===== src/rtl/fifo_watermark.sv =====
// Synchronous FIFO with arbitrary depth, occupancy count, watermark flags and sticky errors.
// Define FIFO_WATERMARK_FWFT_EN for first-word fall-through reads; default is 1-cycle registered read.
module fifo_watermark #(
  parameter int DATA_WIDTH = 8,
  parameter int DEPTH      = 8,
  parameter int AF_LEVEL   = 6,
  parameter int AE_LEVEL   = 2
) (
  input  logic                         clk,
  input  logic                         reset,
  input  logic                         synch_rst,
  input  logic                         push,
  input  logic                         pop,
  input  logic                         clr_err,
  input  logic [DATA_WIDTH-1:0]        data_input,
  output logic [DATA_WIDTH-1:0]        data_out,
  output logic [$clog2(DEPTH+1)-1:0]   count,
  output logic                         full_out,
  output logic                         empty_out,
  output logic                         almost_full,
  output logic                         almost_empty,
  output logic                         overflow,
  output logic                         underflow
);
  localparam int PTR_W = $clog2(DEPTH);
  localparam int CNT_W = $clog2(DEPTH+1);

  localparam logic [PTR_W-1:0] PTR_LAST = PTR_W'(DEPTH-1);
  localparam logic [CNT_W-1:0] CNT_FULL = CNT_W'(DEPTH);
  localparam logic [CNT_W-1:0] CNT_AF   = CNT_W'(AF_LEVEL);
  localparam logic [CNT_W-1:0] CNT_AE   = CNT_W'(AE_LEVEL);

  logic [DATA_WIDTH-1:0] mem [DEPTH];
  logic [PTR_W-1:0]      wr_ptr, rd_ptr;
  logic                  push_ok, pop_ok;

  // Pop is judged first so a push at full is taken only alongside an accepted pop.
  assign pop_ok  = pop & (count != '0);
  assign push_ok = push & ((count != CNT_FULL) | pop_ok);

  // Explicit wrap keeps non-power-of-2 depths inside 0..DEPTH-1.
  function automatic logic [PTR_W-1:0] ptr_inc(input logic [PTR_W-1:0] p);
    return (p == PTR_LAST) ? '0 : p + 1'b1;
  endfunction

  always_ff @(posedge clk or posedge reset) begin
    if (reset) begin
      wr_ptr    <= '0;
      rd_ptr    <= '0;
      count     <= '0;
      overflow  <= 1'b0;
      underflow <= 1'b0;
    end else if (synch_rst) begin
      wr_ptr    <= '0;
      rd_ptr    <= '0;
      count     <= '0;
      overflow  <= 1'b0;
      underflow <= 1'b0;
    end else begin
      if (push_ok) wr_ptr <= ptr_inc(wr_ptr);
      if (pop_ok)  rd_ptr <= ptr_inc(rd_ptr);
      case ({push_ok, pop_ok})
        2'b10:   count <= count + 1'b1;
        2'b01:   count <= count - 1'b1;
        default: ;
      endcase
      // A fresh error in the same cycle as clr_err keeps the flag set.
      overflow  <= (overflow  & ~clr_err) | (push & ~push_ok);
      underflow <= (underflow & ~clr_err) | (pop  & ~pop_ok);
    end
  end

  always_ff @(posedge clk) begin
    if (push_ok && !synch_rst) mem[wr_ptr] <= data_input;
  end

`ifdef FIFO_WATERMARK_FWFT_EN
  assign data_out = empty_out ? '0 : mem[rd_ptr];
`else
  always_ff @(posedge clk or posedge reset) begin
    if (reset)          data_out <= '0;
    else if (synch_rst) data_out <= '0;
    else if (pop_ok)    data_out <= mem[rd_ptr];
  end
`endif

  assign full_out     = (count == CNT_FULL);
  assign empty_out    = (count == '0);
  assign almost_full  = (count >= CNT_AF);
  assign almost_empty = (count <= CNT_AE);
endmodule


===== config.mk =====
export PLATFORM = sky130hd
export DESIGN_NAME = fifo_watermark
export DESIGN_NICKNAME = d
export VERILOG_FILES = /design/src/rtl/fifo_watermark.sv
export SDC_FILE = /design/constraint.sdc
export NUM_CORES = 1
export LEC_CHECK = 0
export CAP_MARGIN = 20
export CORE_MARGIN = 1.5
export CORE_UTILIZATION = 57
export CTS_CLUSTER_SIZE = 24
export DETAILED_ROUTE_END_ITERATION = 7
export PLACE_DENSITY = 0.77
export SLEW_MARGIN = 10
export SYNTH_ARGS = -nofsm -noshare
export SYNTH_HDL_FRONTEND = slang
export SYNTH_SLANG_ARGS = --single-unit

===== constraint.sdc =====
create_clock -name clk -period 2.9 [get_ports clk]
set_input_delay 0.87 -clock clk [delete_from_list [all_inputs] [get_ports clk]]
set_output_delay 0.87 -clock clk [all_outputs]
set_load 0.02 [all_outputs]

Yosys cells after proc, flatten, opt, wreduce, memory -nomap -nowiden
Memory sizes are Yosys's and may differ from the RTL's.
Cells that the tools add are included.
{ "op_classes": {"magnitude_cmp": 2, "n_mux": 14, "n_eq_ne": 6, "bitwise": 12, "reduce_logical": 7, "n_addsub": 4} }
{ "op_table": {"columns": ["cell", "n"], "rows": [
  ["2-to-1 mux 3 bit", 6],
  ["2-to-1 mux 8 bit", 2],
  ["case mux 4 bit (2 select lines)", 1],
  ["adder 3 x 1 -> 3 bit, second input constant", 2],
  ["AND 1 bit", 6],
  ["== test 3 bit, second input constant", 2],
  ["adder 4 x 1 -> 4 bit, second input constant", 1],
  ["== test 4 bit, second input constant", 1],
  ["greater-or-equal comparator 4 x 3 -> 1 bit, second input constant", 1],
  ["<= comparator 4 x 2 -> 1 bit, second input constant", 1],
  ["logical NOT 4 bit", 1],
  ["2-to-1 mux 1 bit", 4],
  ["2-to-1 mux 4 bit", 1],
  ["!= test 4 bit, second input constant", 1],
  ["nonzero test 2 bit", 2],
  ["nonzero test 4 bit", 1],
  ["subtractor 4 x 1 -> 4 bit, second input constant", 1],
  ["NOT 1 bit", 3],
  ["OR 1 bit", 3],
  ["nonzero test 3 bit", 1],
  ["== test 2 x 1 -> 1 bit, second input constant", 1],
  ["== test 2 bit, second input constant", 1],
  ["logical AND 1 bit", 1],
  ["logical NOT 1 bit", 1]
]} }
{ "totals": {"input_bits": 14, "wordCells": 52, "memories": 1, "register_bits": 20, "ramBits": 64} }
{ "memory_table": {"columns": ["memory", "depth", "width", "rd", "rd_clocked_by_memory_dff", "write_ports", "line", "rtl"], "rows": [
  ["mem", 8, 8, 1, 0, 1, "33", "logic [DATA_WIDTH-1:0] mem [DEPTH];"]
]} }

Longest topological paths before layout
{ "logic_depth": {"ltp_word": 8, "depth_mapped": 8, "ltp_nobuf": 7} }

Least setup slack after synthesis
OpenSTA, ideal clock, no wires.
{ "synth_path": {"path_type": "input -> register", "from": "input port push", "to": "memory mem[0][0] (enable)", "setup_ns": 0.398, "arrival_ns": 2.119, "slack_ns": 0.384, "n_path_buf": 1, "cell_stages": 3, "path_cell_list": "buf_2 o21ai_4 nor4b_1"} }
{ "synth_via": {"elab_chain_cells": 4} }
{ "synth_lines": {"columns": ["element", "line", "rtl"], "rows": [
  ["start, declared", "12", "input logic push,"],
  ["AND 1 bit", "39", "assign push_ok = push & ((count != CNT_FULL) | pop_ok);"],
  ["logical AND 1 bit", "74", "if (push_ok && !synch_rst) mem[wr_ptr] <= data_input;"],
  ["2-to-1 mux 1 bit", "74", null],
  ["2-to-1 mux 1 bit (implied by the code)", "74", null],
  ["end, declared", "33", null]
]} }
Every way passes these cells.

Worst setup path in the final report
{ "layout_path": {"from": "register count[1]", "to": "output port almost_empty"} }
{ "layout_via": {"elab_chain_cells": 1} }
{ "layout_lines": {"columns": ["element", "line", "rtl"], "rows": [
  ["start, declared", "17", "output logic [$clog2(DEPTH+1)-1:0] count,"],
  ["start signal, assigned", "63", "2'b10: count <= count + 1'b1;"],
  ["start signal, assigned", "64", "2'b01: count <= count - 1'b1;"],
  ["<= comparator 4 x 2 -> 1 bit", "90", "assign almost_empty = (count <= CNT_AE);"],
  ["end, declared", "21", "output logic almost_empty,"]
]} }
Every way passes these cells.

==> reports/qor.csv <==
metric,value,unit
status,"finished, final reports clean",
setup_viol,0,
port_buffers,31,
cts_buffers,9,
crit_buf_inv,2,
rsz0062_at_grt,no,
maxCapViolations,0,
register_area,2420,um^2
max_freq,371,MHz
postCtsSetupRepairBufs,0,
worstMarginPinSlew,1.01,ns
rows,28,
r2r_cells,8,
nets,281,
clk_latency,0.35,ns
fin_skew,0.00551,ns
worstPathCellList,buf_4 -> a211oi_1 -> clkdlybuf4s50_1,
n_antenna_cell,0,
die_w,81.7,um
hold_depth,2,
synth_top_area_frac,0.545,
p_leak,1.54,nW
wl,6.41,mm
synthFlopType,edfxtp_1,
area_delta_synth_final,20.5,%
cts.path.max_buffers,2,
synth_cell_types,41,
cts.sinks,84,
worstSetupEndpointType,output pin,
grt_start_max_net_pins,21,
synth_area,3530,um^2
clk_pin_slew,0.08,ns
timing.rr.start,count[3],
htreeDepth,3,
place_congestion,0.806,
fin_setup_tns,0,ns
r2r_end,count[3],
cts_tree,done,
nFillCells,400,
syn_nets,232,
critical_path_class,register to output pin,
via_per_inst,5.81,
dp_hpwl,4.20,mm
synth_cells,211,
via_count,1977,
drive_gt1_frac,0.223,
startpoint_type,register,
synth_largest_area_cell,edfxtp_1,
multi_input_area,1030,um^2
ys_seq_area_frac,0.687,
grt_first_pass_wirelength,9.88,mm
antenna_found_initial,0,
period_share,0.929,
root_buffer,clkbuf_8,
min_period,2.69,ns
worst_hold_path_type,register to register,
cts_hold_buf,0,
track_usage,0.216,
r2r_slack,0.50,ns
wl_per_cell,18.9,um
grt_pass1_vias,1904,
hold_end,data_out[5],
drc,0,
core_area,5960,um^2
dieArea,6670,um^2
die_y,81.7,um
crit_path_top_delay_cell,clkdlybuf4s50_1,
crit_arrival,1.82,ns
start_util,0.592,
syn_avg_cell_area,16.7,um^2
maxSlewViolCount,0,
grt-ovfl-total,0,
hp-start,data_out[5],
ys_warn_count,0,
crit_required,2.03,ns
async_flop_share,0.238,
ys_ff_latch,84,
power_density,785,nW/um^2
hold_viol_final,0,
drtIter0Drc,160,
placed_cells,324,
synth_edf_count,64,
ant_nets,0,
cp_slowest_stage_delay,0.63,ns
critPathTopFamily,buffers and inverters,
synthTopCellsByArea,"edfxtp_1 (54%), dfrtp_1 (14%), mux4_2 (10%)",
max_slew_margin,0.328,
fin_cells,340,
crit_fanout,7,
ir_worst_vdd,0.500,mV
drtPass1Iterations,4,
final_core_util,0.713,
io_pins,32,
==> worst max-delay path by stage <==
stage               slack [ns]  cells after the start            to      from
floorplan                 0.38                      3     mem[0][0]      push
global placement          0.11                      8      count[3]       pop
detailed placement        0.03                      8      count[3]       pop
CTS                       0.05                      3     empty_out  count[2]
global route              0.09                      3  almost_empty  count[1]
finish                    0.21                      3  almost_empty  count[1]
==> what timing repair did <==
action,4_1_cts,5_1_grt
gates cloned,0,0
gates resized for setup,1,1
endpoints found under the setup margin,1,1
pin swaps,0,0
hold endpoints to repair,0,0
==> cells by family (layout without fill, tap and decap cells) <==
| group | count (synthesis) | count (layout) | share of synthesized area |
|---|---|---|---|
| DFF | 84 | 84 | 0.687 |
| and+or+nand+nor | 43 | 43 | 0.0603 |
| AOI/OAI and AO/OA | 29 | 29 | 0.0592 |
| muxes | 27 | 27 | 0.134 |
| buffers and inverters | 18 | 72 | 0.0255 |
| adders and majority gates | 7 | 7 | 0.0270 |
| xor gates and xnor gates | 3 | 3 | 0.00745 |
==> layout make-up <==
type	instances	area share
tap	75	0.0221
multi-input combinational	109	0.243
clock inverter	7	0.0233
sequential	84	0.570
inverter	6	0.00530
timing repair buffer	50	0.107
clock buffer	9	0.0292
==> power breakdown <==
group	internal [mW]	switching, mW	leakage, nW
Combinational	0.491	0.474	0.580
Sequential	1.38	0.0831	0.849
Clock	0.489	0.416	0.111
Total	2.36	0.973	1.54
==> through the flow <==
step | instance area [um^2] | hold WS, ns | total power, mW | setup slack (ns)
floorplan | 3530 | 0.575 | 2.13 | 0.384
global placement | 4030 | 0.464 | 2.46 | 0.112
detailed placement | 4030 | 0.473 | 2.48 | 0.0328
CTS | 4250 | 0.493 | 3.37 | 0.0508
global route | 4250 | 0.527 | 3.50 | 0.0895
finish | 4250 | 0.488 | 3.34 | 0.206
==> registers in the layout, summed over array words and instances (netlist names) <==
| register | count |
|---|---|
| count | 4 |
| data_out | 8 |
| mem | 64 |
| overflow | 1 |
| rd_ptr | 3 |
| underflow | 1 |
| wr_ptr | 3 |
==> cells in the final DEF (no fill, tap or decap), drive strengths merged <==
cell / netlist / final
nor2: 14 / 14
dlymetal6s2s: 0 / 1
o211ai: 2 / 2
nand2b: 1 / 1
nor2b: 2 / 2
clkbuf: 2 / 9
o311a: 1 / 1
or3: 2 / 2
inv: 6 / 7
fa: 1 / 1
xnor2: 3 / 3
mux2: 1 / 1
buf: 10 / 19
clkdlybuf4s50: 0 / 29
a32oi: 1 / 1
or4b: 1 / 1
dlygate4sd2: 0 / 1
mux2i: 10 / 10
ha: 6 / 6
o41ai: 1 / 1
a22o: 1 / 1
a211oi: 4 / 4
o21ai: 12 / 12
dfrtp: 20 / 20
bufinv: 0 / 2
a22oi: 1 / 1
clkinv: 0 / 4
a31oi: 1 / 1
or2: 1 / 1
nand3b: 1 / 1
or4: 1 / 1
nor3: 4 / 4
a21o: 2 / 2
nand2: 12 / 12
nor4: 3 / 3
a21oi: 3 / 3
mux4: 16 / 16
edfxtp: 64 / 64
nor4b: 1 / 1
==> per-layer routing <==
metal | vias up | share of wire | GRT usage
li1 | 923 | - | -
met4 | 0 | 0.013 | 0.0712
met2 | 58 | 0.51 | 0.366
met5 | - | 0 | 0
met1 | 987 | 0.41 | 0.277
met3 | 9 | 0.065 | 0.0500
==> Yosys cell counts (all sizes together), types with 2 or more instances <==
library cell  number
nor2b              2
ha                 6
nor4               3
inv                6
o211ai             2
a21oi              3
nor3               4
mux4              16
o21ai             12
mux2i             10
a21o               2
edfxtp            64
dfrtp             20
xnor2              3
buf               10
a211oi             4
clkbuf             2
or3                2
nand2             12
nor2              14
==> worst min-delay path: cells and delay by family, from the launching register on <==
kind,cells,cell delay [ns]
flip-flops,1,0.35
AO/OA/AOI/OAI,1,0.06
AND/OR/NAND/NOR,1,0.05
Power figures use the tool's default switching activity.
